<file path="src/rtl/seq_alu.sv">
// Sequential ALU: single-cycle add/logic/concat/accumulate/clear ops plus an
// N-cycle unsigned shift-add multiply. All outputs come straight from flops.
module seq_alu #(
    parameter int N = 4
) (
    input  logic             Clock,
    input  logic             Reset,
    input  logic             Start,
    input  logic [2:0]       Function,
    input  logic [N-1:0]     A,
    input  logic [N-1:0]     B,
    output logic [2*N-1:0]   ALUout,
    output logic             Busy,
    output logic             Done
);

    localparam int W  = 2 * N;
    localparam int CW = $clog2(N + 1);

    localparam logic [2:0] FN_ADD   = 3'd0;
    localparam logic [2:0] FN_OR    = 3'd1;
    localparam logic [2:0] FN_AND   = 3'd2;
    localparam logic [2:0] FN_CAT   = 3'd3;
    localparam logic [2:0] FN_ACC   = 3'd4;
    localparam logic [2:0] FN_MUL   = 3'd5;
    localparam logic [2:0] FN_CLR   = 3'd6;

    typedef enum logic {
        IDLE = 1'b0,
        MUL  = 1'b1
    } state_t;

    state_t          state_q, state_d;
    logic [W-1:0]    alu_q, alu_d;
    logic            busy_q, busy_d;
    logic            done_q, done_d;
    logic [W-1:0]    mcand_q, mcand_d;
    logic [N-1:0]    mplier_q, mplier_d;
    logic [W-1:0]    pp_q, pp_d;
    logic [CW-1:0]   count_q, count_d;
    logic [W-1:0]    pp_sum;

    always_comb begin
        state_d  = state_q;
        alu_d    = alu_q;
        done_d   = 1'b0;
        mcand_d  = mcand_q;
        mplier_d = mplier_q;
        pp_d     = pp_q;
        count_d  = count_q;
        pp_sum   = pp_q + (mplier_q[0] ? mcand_q : '0);

        unique case (state_q)
            IDLE: begin
                if (Start) begin
                    done_d = (Function != FN_MUL);
                    case (Function)
                        FN_ADD: alu_d = W'(A) + W'(B);
                        FN_OR:  alu_d = W'(|{A, B});
                        FN_AND: alu_d = W'(&{A, B});
                        FN_CAT: alu_d = {A, B};
                        FN_ACC: alu_d = alu_q + W'(A);
                        FN_MUL: begin
                            state_d  = MUL;
                            mcand_d  = W'(A);
                            mplier_d = B;
                            pp_d     = '0;
                            count_d  = '0;
                        end
                        FN_CLR: alu_d = '0;
                        default: alu_d = alu_q;
                    endcase
                end
            end
            MUL: begin
                // Fixed N iterations regardless of operand values, so latency never varies.
                pp_d     = pp_sum;
                mcand_d  = mcand_q << 1;
                mplier_d = mplier_q >> 1;
                count_d  = count_q + CW'(1);
                if (count_q == CW'(N - 1)) begin
                    alu_d   = pp_sum;
                    done_d  = 1'b1;
                    state_d = IDLE;
                end
            end
            default: state_d = IDLE;
        endcase

        busy_d = (state_d == MUL);
    end

    always_ff @(posedge Clock) begin
        if (Reset) begin
            state_q  <= IDLE;
            alu_q    <= '0;
            busy_q   <= 1'b0;
            done_q   <= 1'b0;
            mcand_q  <= '0;
            mplier_q <= '0;
            pp_q     <= '0;
            count_q  <= '0;
        end else begin
            state_q  <= state_d;
            alu_q    <= alu_d;
            busy_q   <= busy_d;
            done_q   <= done_d;
            mcand_q  <= mcand_d;
            mplier_q <= mplier_d;
            pp_q     <= pp_d;
            count_q  <= count_d;
        end
    end

    assign ALUout = alu_q;
    assign Busy   = busy_q;
    assign Done   = done_q;

endmodule

</file>
<file path="config.mk">
export PLATFORM = sky130hd
export DESIGN_NAME = seq_alu
export DESIGN_NICKNAME = d
export VERILOG_FILES = /design/src/rtl/seq_alu.sv
export SDC_FILE = /design/constraint.sdc
export NUM_CORES = 1
export LEC_CHECK = 0
export CORE_MARGIN = 5
export CORE_UTILIZATION = 55
export DETAILED_ROUTE_END_ITERATION = 7
export GPL_ROUTABILITY_DRIVEN = 1
export PLACE_DENSITY_LB_ADDON = 0.05
export SETUP_SLACK_MARGIN = 0.5
export SYNTH_ARGS = -nofsm -noshare
export SYNTH_HDL_FRONTEND = slang
export SYNTH_SLANG_ARGS = --single-unit
</file>
<file path="constraint.sdc">
create_clock -name Clock -period 4.4 [get_ports Clock]
set_input_delay 0.88 -clock Clock [delete_from_list [all_inputs] [get_ports Clock]]
set_output_delay 0.88 -clock Clock [all_outputs]
set_load 0.01 [all_outputs]
</file>
# Word level (Yosys, flattened, before mapping)
# Index checks and enable logic that the tools add are counted.
[totals]
ff_bits = 33
latchBits = 0
ram_bits = 0
mem_bits_ro = 0
out_inout_bits = 10
mem_count = 0
[op_classes]
n_addsub = 4
n_mul = 0
div = 0
n_lt_le_gt_ge = 0
n_eq_ne = 12
shifts = 0
mux = 24
bitwise_logic = 1
n_reduce_logical = 5
[op_table]
columns = ["operator", "count"]
rows = [
  ["8-bit two-way mux", 7],
  ["8-bit case mux with 2 select lines", 3],
  ["8-bit case mux with 6 select lines", 1],
  ["3-bit by 2-bit == test with 1-bit output (second input constant)", 3],
  ["3-bit == test (second input constant)", 3],
  ["8-bit by 4-bit adder with 8-bit output", 1],
  ["8-bit adder", 1],
  ["4-bit two-way mux", 2],
  ["4-bit case mux with 2 select lines", 1],
  ["8-bit AND reduction", 1],
  ["8-bit OR reduction", 1],
  ["7-bit by 1-bit != test with 1-bit output (second input constant)", 1],
  ["3-bit two-way mux", 2],
  ["3-bit case mux with 2 select lines", 1],
  ["4-bit by 4-bit adder with 5-bit output", 1],
  ["1-bit two-way mux", 5],
  ["2-bit by 1-bit != test with 1-bit output (second input constant)", 2],
  ["1-bit case mux with 2 select lines", 2],
  ["3-bit by 1-bit adder with 3-bit output (second input constant)", 1],
  ["3-bit by 1-bit == test with 1-bit output (second input constant)", 1],
  ["3-bit logical NOT", 1],
  ["3-bit != test (second input constant)", 1],
  ["3-bit AND reduction", 1],
  ["2-bit != test (second input constant)", 1],
  ["2 further kinds", 2],
]

# Longest topological paths before layout
[logic_depth]
ltp_word = 4
mapped_depth = 7
mapped_depth_nobuf = 7

# Least setup slack after synthesis
# Ideal clock, no wire load.
[synth_timing]
kind = "input to register"
from = "in A[0]"
to = "reg alu_q[4] (netlist: ALUout[4])"
arrival_time_ns = 2.412
required_time_ns = 4.312
path_slack_ns = 1.899
path_stages = 7
cell_sequence = "ha_1 -> fa_1 -> a21o_1 -> a21oi_1 -> xor2_1 -> a221o_1 -> a311oi_2"
[synth_between]
elab_chain_cells = 4
[synth_rtl]
columns = ["element", "line", "source"]
rows = [
  ["start: declaration", "10", "input logic [N-1:0] A,"],
  ["8-bit by 4-bit adder with 8-bit output or 4-bit by 4-bit adder with 5-bit output (tied branches)", "62, 58", ""],
  ["8-bit case mux with 6 select lines *", "57", "case (Function)"],
  ["8-bit two-way mux *", "55", "if (Start) begin"],
  ["8-bit case mux with 2 select lines *", "53", "unique case (state_q)"],
  ["end signal: assignment", "105", "alu_q <= alu_d;"],
  ["end: declaration", "34", "logic [W-1:0] alu_q, alu_d;"],
]
# Every way passes the cells marked *; elsewhere a longest branch is shown, timed or not. The select of a mux whose other input is x is not followed.
# A chain may end at the register's enable or synchronous reset.

# Final worst setup path
# Same ends and word-level chain as after synthesis.

==> results.sh <==
export IMPL_period_minus_slack_ns=2.935
export IMPL_final_common_cell="nor2_1"
export IMPL_cts_tree="yes"
export IMPL_fill_cells=350
export IMPL_critPathLaunchType="input port"
export IMPL_grt_max_degree=40
export IMPL_worstHoldPathCells=2
export IMPL_ys_types=55
export IMPL_yosysWarnings=0
export IMPL_synth_seq_area_share_pct=28.14
export IMPL_use_met3_pct=5.805
export IMPL_hp_class="register to register"
export IMPL_drc_errors=0
export IMPL_relSlewSlack_pct=62.24
export IMPL_ff2ff_path_depth=7
export IMPL_drv_slew=0
export IMPL_cp_arrival_ns=3.14
export IMPL_timing_fmax_mhz=340.7
export IMPL_syn_nets=319
export IMPL_place_port_buffers=23
export IMPL_clkSlewWorstSetupHoldPaths_ns=0.07
export IMPL_post_cts_buffers=0
export IMPL_power_switching_mw=0.1988
export IMPL_max_stage_delay_ns=0.53
export IMPL_post_drt_wl_per_cell_um=16.52
export IMPL_endpoint_kind="register"
export IMPL_ys_async_sr_fraction_pct=0
export IMPL_ant_nets=0
export IMPL_synth_avg_cell_area_um2=8.236
export IMPL_rows=23
export IMPL_vdd_drop_max_mv=0.1917
export IMPL_finalClockSkew_ns=0.008230
export IMPL_setup_viol=0
export IMPL_pin_count=24
export IMPL_synthFlopType="dfxtp_1"
export IMPL_drive_above_1_share_pct=6.312
export IMPL_fin_setup_tns_ns=0
export IMPL_cts_sinks=33
export IMPL_vias_per_cell=6.125
export IMPL_use_met2_pct=33.37
export IMPL_grt_busiest_layer="met2"
export IMPL_die_y_um=75.33
export IMPL_root_buffer="clkbuf_8"
export IMPL_period_share_pct=66.71
export IMPL_grt_pass1_wl_um=9625
export IMPL_clkLatencyLatePin_ns=0.29
export IMPL_hold_buffers=0
export IMPL_syn_inst=285
export IMPL_place_congestion=0.8735
export IMPL_clockBufferDepth=2
export IMPL_synthToLayoutAreaGrowth_pct=13.81
export IMPL_nNetsFinal=335
export IMPL_whs_ns=0.4584
export IMPL_grt_pass1_vias=1960
export IMPL_h_tree_depth=2
export IMPL_diodes=0
export IMPL_die_area_um2=5674
export IMPL_holdCritStartpoint="pp_q[5]"
export IMPL_max_cap_violations=0
export IMPL_ys_ff_latch=33
export IMPL_status="complete, no violations"
export IMPL_hpwl_um=4250
export IMPL_p_leak_nw=1.115
export IMPL_first_iter_violations=172
export IMPL_cp_max_fo=6
export IMPL_crit_slowest_cell="clkdlybuf4s50_1"
export IMPL_mostFrequentLayoutCells="34 x nor2_1, 33 x dfxtp_1, 29 x a21oi_1, 23 x clkdlybuf4s50_1, 17 x ha_1"
export IMPL_core_area_um2=4058
export IMPL_p_int_mw=0.4926
export IMPL_power_density_nw_per_um2=258.8
export IMPL_comb_power_share_pct=19.8
export IMPL_groute_usage_overall_pct=22.56
export IMPL_antenna_found_initial=0
export IMPL_numCtsBuffers=5
export IMPL_p_seq_share_pct=45.8
export IMPL_final_hold_violation_count=0
export IMPL_worstMarginPinSlew_ns=0.5665
export IMPL_netlist_area_um2=2347
export IMPL_grt_overflow=0
export IMPL_cp_cell_sequence="clkdlybuf4s50_1 > ha_1 > fa_1 > a21o_1 > a21oi_1 > xor2_1 > a221o_1 > a311oi_2"
export IMPL_swShare_pct=28.75
export IMPL_die_w_um=75.33
export IMPL_rsz0062_at_grt="false"
export IMPL_use_met1_pct=32.33
export IMPL_vias=2150
export IMPL_required_ns=4.61
export IMPL_initial_core_util_pct=57.85
export IMPL_clockPowerShare_pct=34.4
export IMPL_drt_first_pass_iters=4
export IMPL_cp_startpoint="A[0]"
export IMPL_cts_resized=0
export IMPL_crit_type="input port to register"
export IMPL_synth_edf_count=0
export IMPL_r2r_start="mplier_q[0]"
export IMPL_drt_wl_total_um=5799
## worst max-delay path, delay by kind of cell
family | cells | cell delay [ns]
AOI/OAI and AO/OA | 4 | 0.90
xor gates and xnor gates | 1 | 0.10
adders and majority gates | 2 | 0.73
buffers and inverters | 1 | 0.53
## worst paths after layout
check | slack [ns] | end
max | 1.46 | ALUout[4]
min | 0.46 | pp_q[5]
max reg2reg | 2.18 | pp_q[7]
min reg2reg | 0.46 | pp_q[5]
## state kept, by name (all words and copies together) (netlist names)
name / count
ALUout: 8
mcand_q: 8
pp_q: 8
mplier_q: 4
count_q: 3
Busy: 1
Done: 1
## through the flow
stage | cell area (µm²) | setup slack, ns | total power [mW] | util [%] | cells
finish | 2671 | 1.465 | 0.6914 | 65.83 | 351
detailed placement | 2581 | 1.174 | 0.4583 | 63.61 | 344
global placement | 2581 | 1.266 | 0.4573 | 63.61 | 344
global route | 2671 | 1.349 | 0.7215 | 65.83 | 351
floorplan | 2347 | 1.899 | 0.4085 | - | 285
CTS | 2671 | 1.467 | 0.6980 | 65.83 | 351
## Yosys cell counts, types with 3 or more instances
master | instances | area (µm²)
mux2i_1 | 10 | 100.1
o2111ai_1 | 3 | 26.28
a31oi_1 | 4 | 25.02
nand2_1 | 16 | 60.06
xnor2_1 | 3 | 26.28
xor2_1 | 6 | 52.55
a311oi_1 | 3 | 26.28
dfxtp_1 | 33 | 660.6
o211ai_1 | 3 | 22.52
a21o_1 | 3 | 22.52
a211oi_1 | 7 | 52.55
a211o_1 | 3 | 26.28
nor3_1 | 7 | 35.03
fa_1 | 3 | 60.06
clkbuf_1 | 7 | 26.28
and2_1 | 9 | 56.30
a21oi_1 | 29 | 145.1
nor3b_1 | 3 | 22.52
o21ai_1 | 3 | 15.01
nor2_1 | 34 | 127.6
o21ai_0 | 9 | 45.04
buf_2 | 7 | 35.03
and3_1 | 7 | 43.79
nor4_1 | 3 | 18.77
nand3_1 | 3 | 15.01
nand4b_1 | 3 | 26.28
nor2b_1 | 6 | 37.54
ha_1 | 17 | 212.7
inv_1 | 7 | 26.28
## cell type report
type	count	area, µm²	share of cell area [%]
well taps	50	62.56	2.342
clock inverters	1	7.507	0.2810
repair buffers	26	252.7	9.461
inverters	7	26.28	0.9836
clock buffers	6	82.58	3.091
multi-input cells	228	1579	59.11
flip-flops and latches	33	660.6	24.73
## metal layers
| layer | up-vias | share of wire, % |
|---|---|---|
| li1 | 1086 | - |
| met1 | 989 | 49 |
| met2 | 67 | 44 |
| met3 | 8 | 6.2 |
| met4 | 0 | 1.5 |
| met5 | - | 0 |
## cells by family after synthesis
| kind of cell | share of synthesized area, % |
|---|---|
| buffers and inverters | 4.584 |
| adder cells (fa/ha/maj) | 11.62 |
| XOR/XNOR | 3.358 |
| multiplexers | 4.744 |
| AO/OA/AOI/OAI | 25.00 |
| flip-flops | 28.14 |
| AND/OR/NAND/NOR | 22.55 |
## power by group through the flow
stage                     logic [mW]  registers (mW)  clock network, mW
after global placement         0.134           0.323                  0
final                          0.137           0.317              0.238
after global routing           0.149           0.318              0.254
after floorplan               0.0854           0.323                  0
after CTS                      0.136           0.317              0.246
after detailed placement       0.135           0.323                  0
(Power assumes the default switching activity.)
